===== src/rtl/adc_spi_pkg.sv =====
// Shared constants and FSM encoding for the ADC configuration SPI responder.
package adc_spi_pkg;

  localparam int unsigned FRAME_BITS = 24;
  localparam int unsigned ADDR_W     = 8;
  localparam int unsigned DATA_W     = 16;
  localparam int unsigned WR_BIT     = 7;

  localparam logic [6:0] SW_RST_ADDR    = 7'h04;
  localparam logic [6:0] FRAME_CNT_ADDR = 7'h7F;

  typedef enum logic [2:0] {
    StIdle,
    StAddr,
    StRData,
    StWData,
    StCommit,
    StDone
  } state_e;

endpackage


===== src/rtl/spi_pin_sync.sv =====
// Two-flop synchronizer for an SPI pin, with single-cycle rise/fall pulses.
module spi_pin_sync (
  input  logic clk,
  input  logic sys_rst_n,
  input  logic pin_i,
  output logic rise_o,
  output logic fall_o
);

  // [1:0] synchronizer, [2] previous synchronized value. Resetting to 0 means a
  // CSB already low at reset release produces no fall, so that frame is ignored.
  logic [2:0] sync_q;

  always_ff @(posedge clk or negedge sys_rst_n) begin
    if (!sys_rst_n) begin
      sync_q <= 3'b000;
    end else begin
      sync_q <= {sync_q[1:0], pin_i};
    end
  end

  assign rise_o = sync_q[1] & ~sync_q[2];
  assign fall_o = ~sync_q[1] & sync_q[2];

endmodule


===== src/rtl/adc_spi_slave_regs.sv =====
// SPI mode-0 responder for 24-bit ADC config frames backed by a register bank.
// Optional frame counter at 0x7F: define ADC_SPI_SLAVE_FRAME_CNT_EN.
module adc_spi_slave_regs
  import adc_spi_pkg::*;
#(
  parameter int unsigned NUM_REGS = 16,
  parameter logic [15:0] RST_VAL  = 16'h0000
) (
  input  logic        clk,
  input  logic        sys_rst_n,
  input  logic        spi_sclk_i,
  input  logic        spi_csb_i,
  input  logic        spi_mosi_i,
  output logic        spi_miso_o,
  output logic        spi_miso_oe,
  output logic        reg_wr_stb,
  output logic [6:0]  reg_wr_addr,
  output logic [15:0] reg_wr_data,
  output logic        sw_rst_pulse,
  output logic        frame_err,
  input  logic [6:0]  dbg_addr,
  output logic [15:0] dbg_data
);

  localparam int unsigned IdxW = (NUM_REGS > 1) ? $clog2(NUM_REGS) : 1;

  logic sclk_rise, sclk_fall, csb_rise, csb_fall;
  logic [1:0] mosi_q;

  state_e              state_q, state_d;
  logic [4:0]          bit_cnt_q, bit_cnt_d;
  logic [DATA_W-1:0]   shift_in_q, shift_in_d, shift_out_q, shift_out_d;
  logic [6:0]          addr_q, addr_d;
  logic                load_q, load_d, miso_q, miso_d;
  logic                wr_en, sw_rst;
  logic [ADDR_W-1:0]   addr_byte;
  logic [DATA_W-1:0]   regs_q [NUM_REGS];

`ifdef ADC_SPI_SLAVE_FRAME_CNT_EN
  logic [15:0] frame_cnt_q;
  logic        frame_done;
`endif

  spi_pin_sync u_sclk_sync (
    .clk      (clk),
    .sys_rst_n(sys_rst_n),
    .pin_i    (spi_sclk_i),
    .rise_o   (sclk_rise),
    .fall_o   (sclk_fall)
  );

  spi_pin_sync u_csb_sync (
    .clk      (clk),
    .sys_rst_n(sys_rst_n),
    .pin_i    (spi_csb_i),
    .rise_o   (csb_rise),
    .fall_o   (csb_fall)
  );

  function automatic logic [DATA_W-1:0] reg_read(input logic [6:0] a);
    reg_read = '0;
    if (32'(a) < NUM_REGS) begin
      reg_read = regs_q[a[IdxW-1:0]];
`ifdef ADC_SPI_SLAVE_FRAME_CNT_EN
    end else if (a == FRAME_CNT_ADDR) begin
      reg_read = frame_cnt_q;
`endif
    end
  endfunction

  assign addr_byte = {shift_in_q[ADDR_W-2:0], mosi_q[1]};

  always_comb begin
    state_d     = state_q;
    bit_cnt_d   = bit_cnt_q;
    shift_in_d  = shift_in_q;
    shift_out_d = shift_out_q;
    addr_d      = addr_q;
    load_d      = 1'b0;
    miso_d      = miso_q;
    frame_err   = 1'b0;
    wr_en       = 1'b0;
    sw_rst      = 1'b0;
    unique case (state_q)
      StIdle: begin
        miso_d = 1'b0;
        if (csb_fall) begin
          state_d   = StAddr;
          bit_cnt_d = '0;
        end
      end
      StAddr, StRData, StWData: begin
        // CSB rise wins over a coincident SCLK rise, including the 24th.
        if (csb_rise) begin
          state_d   = StIdle;
          frame_err = (bit_cnt_q != '0);
        end else begin
          if (sclk_rise) begin
            shift_in_d = {shift_in_q[DATA_W-2:0], mosi_q[1]};
            bit_cnt_d  = bit_cnt_q + 5'd1;
            if (state_q == StAddr && bit_cnt_q == 5'(ADDR_W - 1)) begin
              addr_d  = addr_byte[6:0];
              state_d = addr_byte[WR_BIT] ? StWData : StRData;
              load_d  = ~addr_byte[WR_BIT];
            end else if (bit_cnt_q == 5'(FRAME_BITS - 1)) begin
              state_d = (state_q == StWData) ? StCommit : StDone;
            end
          end
          if (state_q == StRData) begin
            if (load_q) begin
              shift_out_d = reg_read(addr_q);
            end else if (sclk_fall) begin
              miso_d      = shift_out_q[DATA_W-1];
              shift_out_d = {shift_out_q[DATA_W-2:0], 1'b0};
            end
          end
        end
      end
      StCommit: begin
        state_d = csb_rise ? StIdle : StDone;
        if (addr_q == SW_RST_ADDR && shift_in_q[0]) begin
          sw_rst = 1'b1;
        end else if (32'(addr_q) < NUM_REGS) begin
          wr_en = 1'b1;
        end
      end
      StDone: begin
        if (csb_rise) state_d = StIdle;
      end
      default: state_d = StIdle;
    endcase
  end

  always_ff @(posedge clk or negedge sys_rst_n) begin
    if (!sys_rst_n) begin
      state_q     <= StIdle;
      bit_cnt_q   <= '0;
      shift_in_q  <= '0;
      shift_out_q <= '0;
      addr_q      <= '0;
      load_q      <= 1'b0;
      miso_q      <= 1'b0;
      mosi_q      <= '0;
    end else begin
      state_q     <= state_d;
      bit_cnt_q   <= bit_cnt_d;
      shift_in_q  <= shift_in_d;
      shift_out_q <= shift_out_d;
      addr_q      <= addr_d;
      load_q      <= load_d;
      miso_q      <= miso_d;
      mosi_q      <= {mosi_q[0], spi_mosi_i};
    end
  end

  always_ff @(posedge clk or negedge sys_rst_n) begin
    if (!sys_rst_n) begin
      for (int unsigned i = 0; i < NUM_REGS; i++) regs_q[i] <= RST_VAL;
    end else if (sw_rst) begin
      for (int unsigned i = 0; i < NUM_REGS; i++) regs_q[i] <= RST_VAL;
    end else if (wr_en) begin
      regs_q[addr_q[IdxW-1:0]] <= shift_in_q;
    end
  end

`ifdef ADC_SPI_SLAVE_FRAME_CNT_EN
  // Every complete frame counts: reads at the 24th rise, writes in commit.
  assign frame_done = (state_q == StCommit) ||
                      (state_q == StRData && sclk_rise && !csb_rise &&
                       bit_cnt_q == 5'(FRAME_BITS - 1));

  always_ff @(posedge clk or negedge sys_rst_n) begin
    if (!sys_rst_n) begin
      frame_cnt_q <= '0;
    end else if (sw_rst) begin
      frame_cnt_q <= '0;
    end else if (frame_done) begin
      frame_cnt_q <= frame_cnt_q + 16'd1;
    end
  end
`endif

  assign spi_miso_oe  = (state_q == StRData) && !csb_rise;
  assign spi_miso_o   = spi_miso_oe & miso_q;
  assign reg_wr_stb   = wr_en;
  assign reg_wr_addr  = wr_en ? addr_q : '0;
  assign reg_wr_data  = wr_en ? shift_in_q : '0;
  assign sw_rst_pulse = sw_rst;
  assign dbg_data     = reg_read(dbg_addr);

endmodule


===== config.mk =====
export PLATFORM = sky130hd
export DESIGN_NAME = adc_spi_slave_regs
export DESIGN_NICKNAME = d
export VERILOG_FILES = /design/src/rtl/adc_spi_pkg.sv /design/src/rtl/spi_pin_sync.sv /design/src/rtl/adc_spi_slave_regs.sv
export SDC_FILE = /design/constraint.sdc
export NUM_CORES = 1
export LEC_CHECK = 0
export BUFFER_PORTS_ARGS = -buffer_cell sky130_fd_sc_hd__clkbuf_2
export CAP_MARGIN = 20
export CORE_UTILIZATION = 45
export CTS_BUF_LIST = sky130_fd_sc_hd__clkbuf_2 sky130_fd_sc_hd__clkbuf_4 sky130_fd_sc_hd__clkbuf_8
export DETAILED_ROUTE_END_ITERATION = 8
export PLACE_DENSITY = 0.65
export SLEW_MARGIN = 30
export SYNTH_ARGS = -nofsm -noshare
export SYNTH_HDL_FRONTEND = slang
export SYNTH_HIERARCHICAL = 1
export SYNTH_SLANG_ARGS = --single-unit

===== constraint.sdc =====
create_clock -name clk -period 2.4 [get_ports clk]
set_clock_uncertainty 0.1 [all_clocks]
set_input_delay 0.12 -clock clk [delete_from_list [all_inputs] [get_ports clk]]
set_output_delay 0.12 -clock clk [all_outputs]
set_load 0.03 [all_outputs]

==> impl_metrics.csv <==
group,metric,value,unit
status,status,"complete, but fails checks",
status,violations,"setup timing",
place,dp_hpwl,33.6,mm
yosys,yosysSeqAreaShare,49.1,%
setup_path,regToRegSetupSlack,0.05,ns
die,num_rows,68,
grt,antenna_found_initial,0,
sta,setup_slack,-0.0850,ns
yosys,avgSynthCellArea,13.2,um^2
finish,fillCellCount,2876,
setup_path,setup.worst_path.class,"flop to output pin",
setup_path,slowest_delay,0.39,ns
grt,grt_pass1_vias,12504,
die,start_util,45.9,%
power,power.leakage,8.44,nW
grt,overflow,0,
die,die_y,190,um
power,power_density,664,mW/mm^2
setup_path,crit_slowest_cell,"dfrtp_1",
finish,fin_nets,1355,
setup_path,path_cells,"nor3_2 > and3_1 > nor2b_4 > buf_12 > buf_8 > and2_4 > buf_8",
setup_path,cp_max_fo,8,
routing,drt_wl_total,54.4,mm
yosys,syn_area,0.0159,mm^2
routing,dr.first_iter.drc_count,1225,
routing,viasPerCell,6.72,
sta,period_share,104,%
setup_path,cp-start-kind,"flop",
sta,max_slew_margin,56.9,%
finish,final_cells,1833,
routing,dr.pass1.iters,5,
place,io_buffers,52,
die,die_x,190,um
clock_tree,cts.sinks,313,
place,dp.cells,1697,
grt,grt_max_degree,65,
sta,period_minus_slack,2.49,ns
die,die-area,0.0362,mm^2
place,place.gp.congestion,0.902,
clock_tree,htreeDepth,2,
routing,wire_per_inst,29.7,um
worst_hold_path,hp-class,"primary input to flop",
sta,tightest_slew,0.646,ns
power,ir_drop,401,uV
finish,num_antenna_cells,0,
yosys,yosysWarnings,6,
die,coreArea,0.0347,mm^2
yosys,ys_ff_latch,313,
routing,drc,0,
routing,ant_nets,0,
power,total_power,0.0127,W
setup_path,arrival,2.27,ns
clock_tree,clkLatencyLatePin,0.65,ns
die,ios,56,
finish,syn2layout_area_growth,19.9,%
clock_tree,clkTransAtPathRegs,0.06,ns
sta,finalSetupViolCount,13,
clock_tree,cts_buffers,53,
sta,rsz0062_at_grt,"yes",
sta,finalHoldViolations,0,
grt,grt_pass1_wl,81.4,mm
setup_path,endpoint_kind,"output pin",
yosys,ys_types,56,
clock_tree,cts_buffer_depth,3,
sta,slew_viol_final,0,
yosys,syn_inst,1203,
setup_path,worstPathRequired,2.18,ns
sta,fmax,402,MHz
setup_path,critPathMostFrequentCell,"buf_8",
finish,drive_above_1_share,37.1,%
job,drv_cap,0,
clock_tree,cts_root_buf,"clkbuf_8",
routing,vias,12312,
grt,grt_usage,31.1,%
sta,holdWs,0.0386,ns
clock_tree,cts_tree,"yes",
through the flow:
step	TNS, ns	worst slack [ns]	area (um^2)	util, %
4_1_cts	-0.967	-0.0970	19000	54.6
6_report	-0.644	-0.0850	19100	55.1
5_1_grt	-2.66	-0.188	19100	55.1
3_5_place_dp	0	0.0852	17200	49.5
3_3_place_gp	0	0.121	17200	49.5
2_1_floorplan	0	0.108	15900	-
routing by layer:
metal	track usage, %	vias to the layer above	share of wire, %
li1	-	4949	-
met1	41.7	6360	38
met2	45.0	818	44
met3	10.2	185	12
met4	15.9	0	5.5
met5	0	-	0
Yosys cell counts (all sizes together):
cell,instances,area (um^2)
nand3b,1,7.51
and2,7,43.8
mux4,128,2940
nand3,6,42.5
nor4,1,12.5
buf,76,522
a32o,10,100
a222oi,10,100
or3b,2,17.5
nor3,9,70.1
nand2b,5,31.3
a311oi,1,8.76
o221ai,1,8.76
nor2,26,97.6
o21bai,1,7.51
a22o,165,1450
mux2i,49,490
and3b,2,17.5
conb,1,3.75
nor2b,5,36.3
dfrtp,313,7830
a31oi,2,12.5
nor3b,7,52.6
a21oi,10,50.1
inv,20,75.1
and2b,2,17.5
o22ai,16,100
a21boi,1,7.51
o211ai,7,52.6
clkbuf,43,163
nand4,4,25.0
nor4b,1,23.8
a21o,2,15.0
xor2,3,26.3
ha,2,25.0
nand2,107,447
or2,5,31.3
and3,2,12.5
mux2,33,372
o21ai,112,561
a22oi,5,37.5
final timing paths:
check                                                 from                         endpoint  cells after the start
max in group asynchronous                        sys_rst_n       shift_out_q[9]$_DFFE_PN0P_                      3
min reg2reg                u_sclk_sync/sync_q[0]$_DFF_PN0_  u_sclk_sync/sync_q[1]$_DFF_PN0_                      0
max                                  addr_q[4]$_DFFE_PN0P_                   reg_wr_addr[2]                      7
min in group asynchronous                        sys_rst_n          regs_q[244]$_DFFE_PN0P_                      3
min                                             spi_sclk_i  u_sclk_sync/sync_q[0]$_DFF_PN0_                      2
max reg2reg                          addr_q[4]$_DFFE_PN0P_      shift_out_q[15]$_DFFE_PN0P_                     11
repair_timing:
action | 4_1_cts | 5_1_grt
hold endpoints to repair | 316 | 0
hold buffers | 5 | 0
gates cloned | 1 | 0
resized for setup | 106 | 22
pin swaps | 5 | 2
endpoints found under the setup margin | 22 | 28
setup buffers | 26 | 13
sequential cells by signal, indices dropped and copies added, names as in the netlist:
register            flops
load_q                  1
shift_in_q             16
mosi_q                  2
bit_cnt_q               5
addr_q                  7
state_q                 3
miso_q                  1
shift_out_q            16
regs_q                256
u_csb_sync/sync_q       3
u_sclk_sync/sync_q      3
layout make-up:
| type | instances | area (um^2) | area share [%] |
|---|---|---|---|
| Clock buffer | 81 | 1010 | 5.31 |
| Clock inverter | 11 | 78.8 | 0.412 |
| Inverter | 20 | 139 | 0.727 |
| Multi-Input combinational cell | 753 | 7610 | 39.8 |
| Sequential cell | 313 | 7840 | 41.0 |
| Tap cell | 455 | 569 | 2.98 |
| Timing Repair Buffer | 200 | 1860 | 9.74 |
cells by family (layout without fill, tap and decap cells):
kind of cell / count (synthesis) / in the layout / synth area share [%]
other: 1 / 3 / 0.0235
flip-flops: 313 / 313 / 49.1
XOR/XNOR: 3 / 3 / 0.165
AND/OR/NAND/NOR: 192 / 192 / 6.19
multiplexers: 210 / 210 / 23.8
AO/OA/AOI/OAI: 343 / 343 / 15.7
adder cells (fa/ha/maj): 2 / 2 / 0.157
buffers and inverters: 139 / 312 / 4.77
power breakdown:
| part | leakage, nW | internal, W | total [W] | switching [W] |
|---|---|---|---|---|
| Clock | 0.586 | 0.00270 | 0.00498 | 0.00228 |
| Combinational | 3.53 | 0.000845 | 0.00201 | 0.00117 |
| Sequential | 4.33 | 0.00545 | 0.00570 | 0.000247 |
| Total | 8.44 | 0.00899 | 0.0127 | 0.00369 |
cell usage in the layout (no fill, tap or decap), types with 8 or more instances in the layout:
master    synthesis  final
o21ai_0          89     88
a21oi_1          10      9
buf_8             1     14
nand2_8           0      8
mux4_1           14     14
a22o_1          165    165
buf_12            2     18
o21ai_1          23     13
nor2_1           26     17
nand2_1         101     91
o21ai_2           0     11
dfrtp_1         313    309
buf_4            19    121
a222oi_1         10     10
clkbuf_2          1     30
clkbuf_4          0     16
mux2_2           33     33
mux4_2          114    114
mux2i_1          49     49
nand2_4           6      8
clkbuf_8          0     70
o22ai_1          16     16
a32o_1           10     10
critical path, delay by kind of cell, from the launching register on:
family	cells	cell delay [ns]
flip-flops	1	0.39
buffers and inverters	3	0.48
AND/OR/NAND/NOR	4	0.76
No activity file was read; power rests on OpenSTA's default activity.
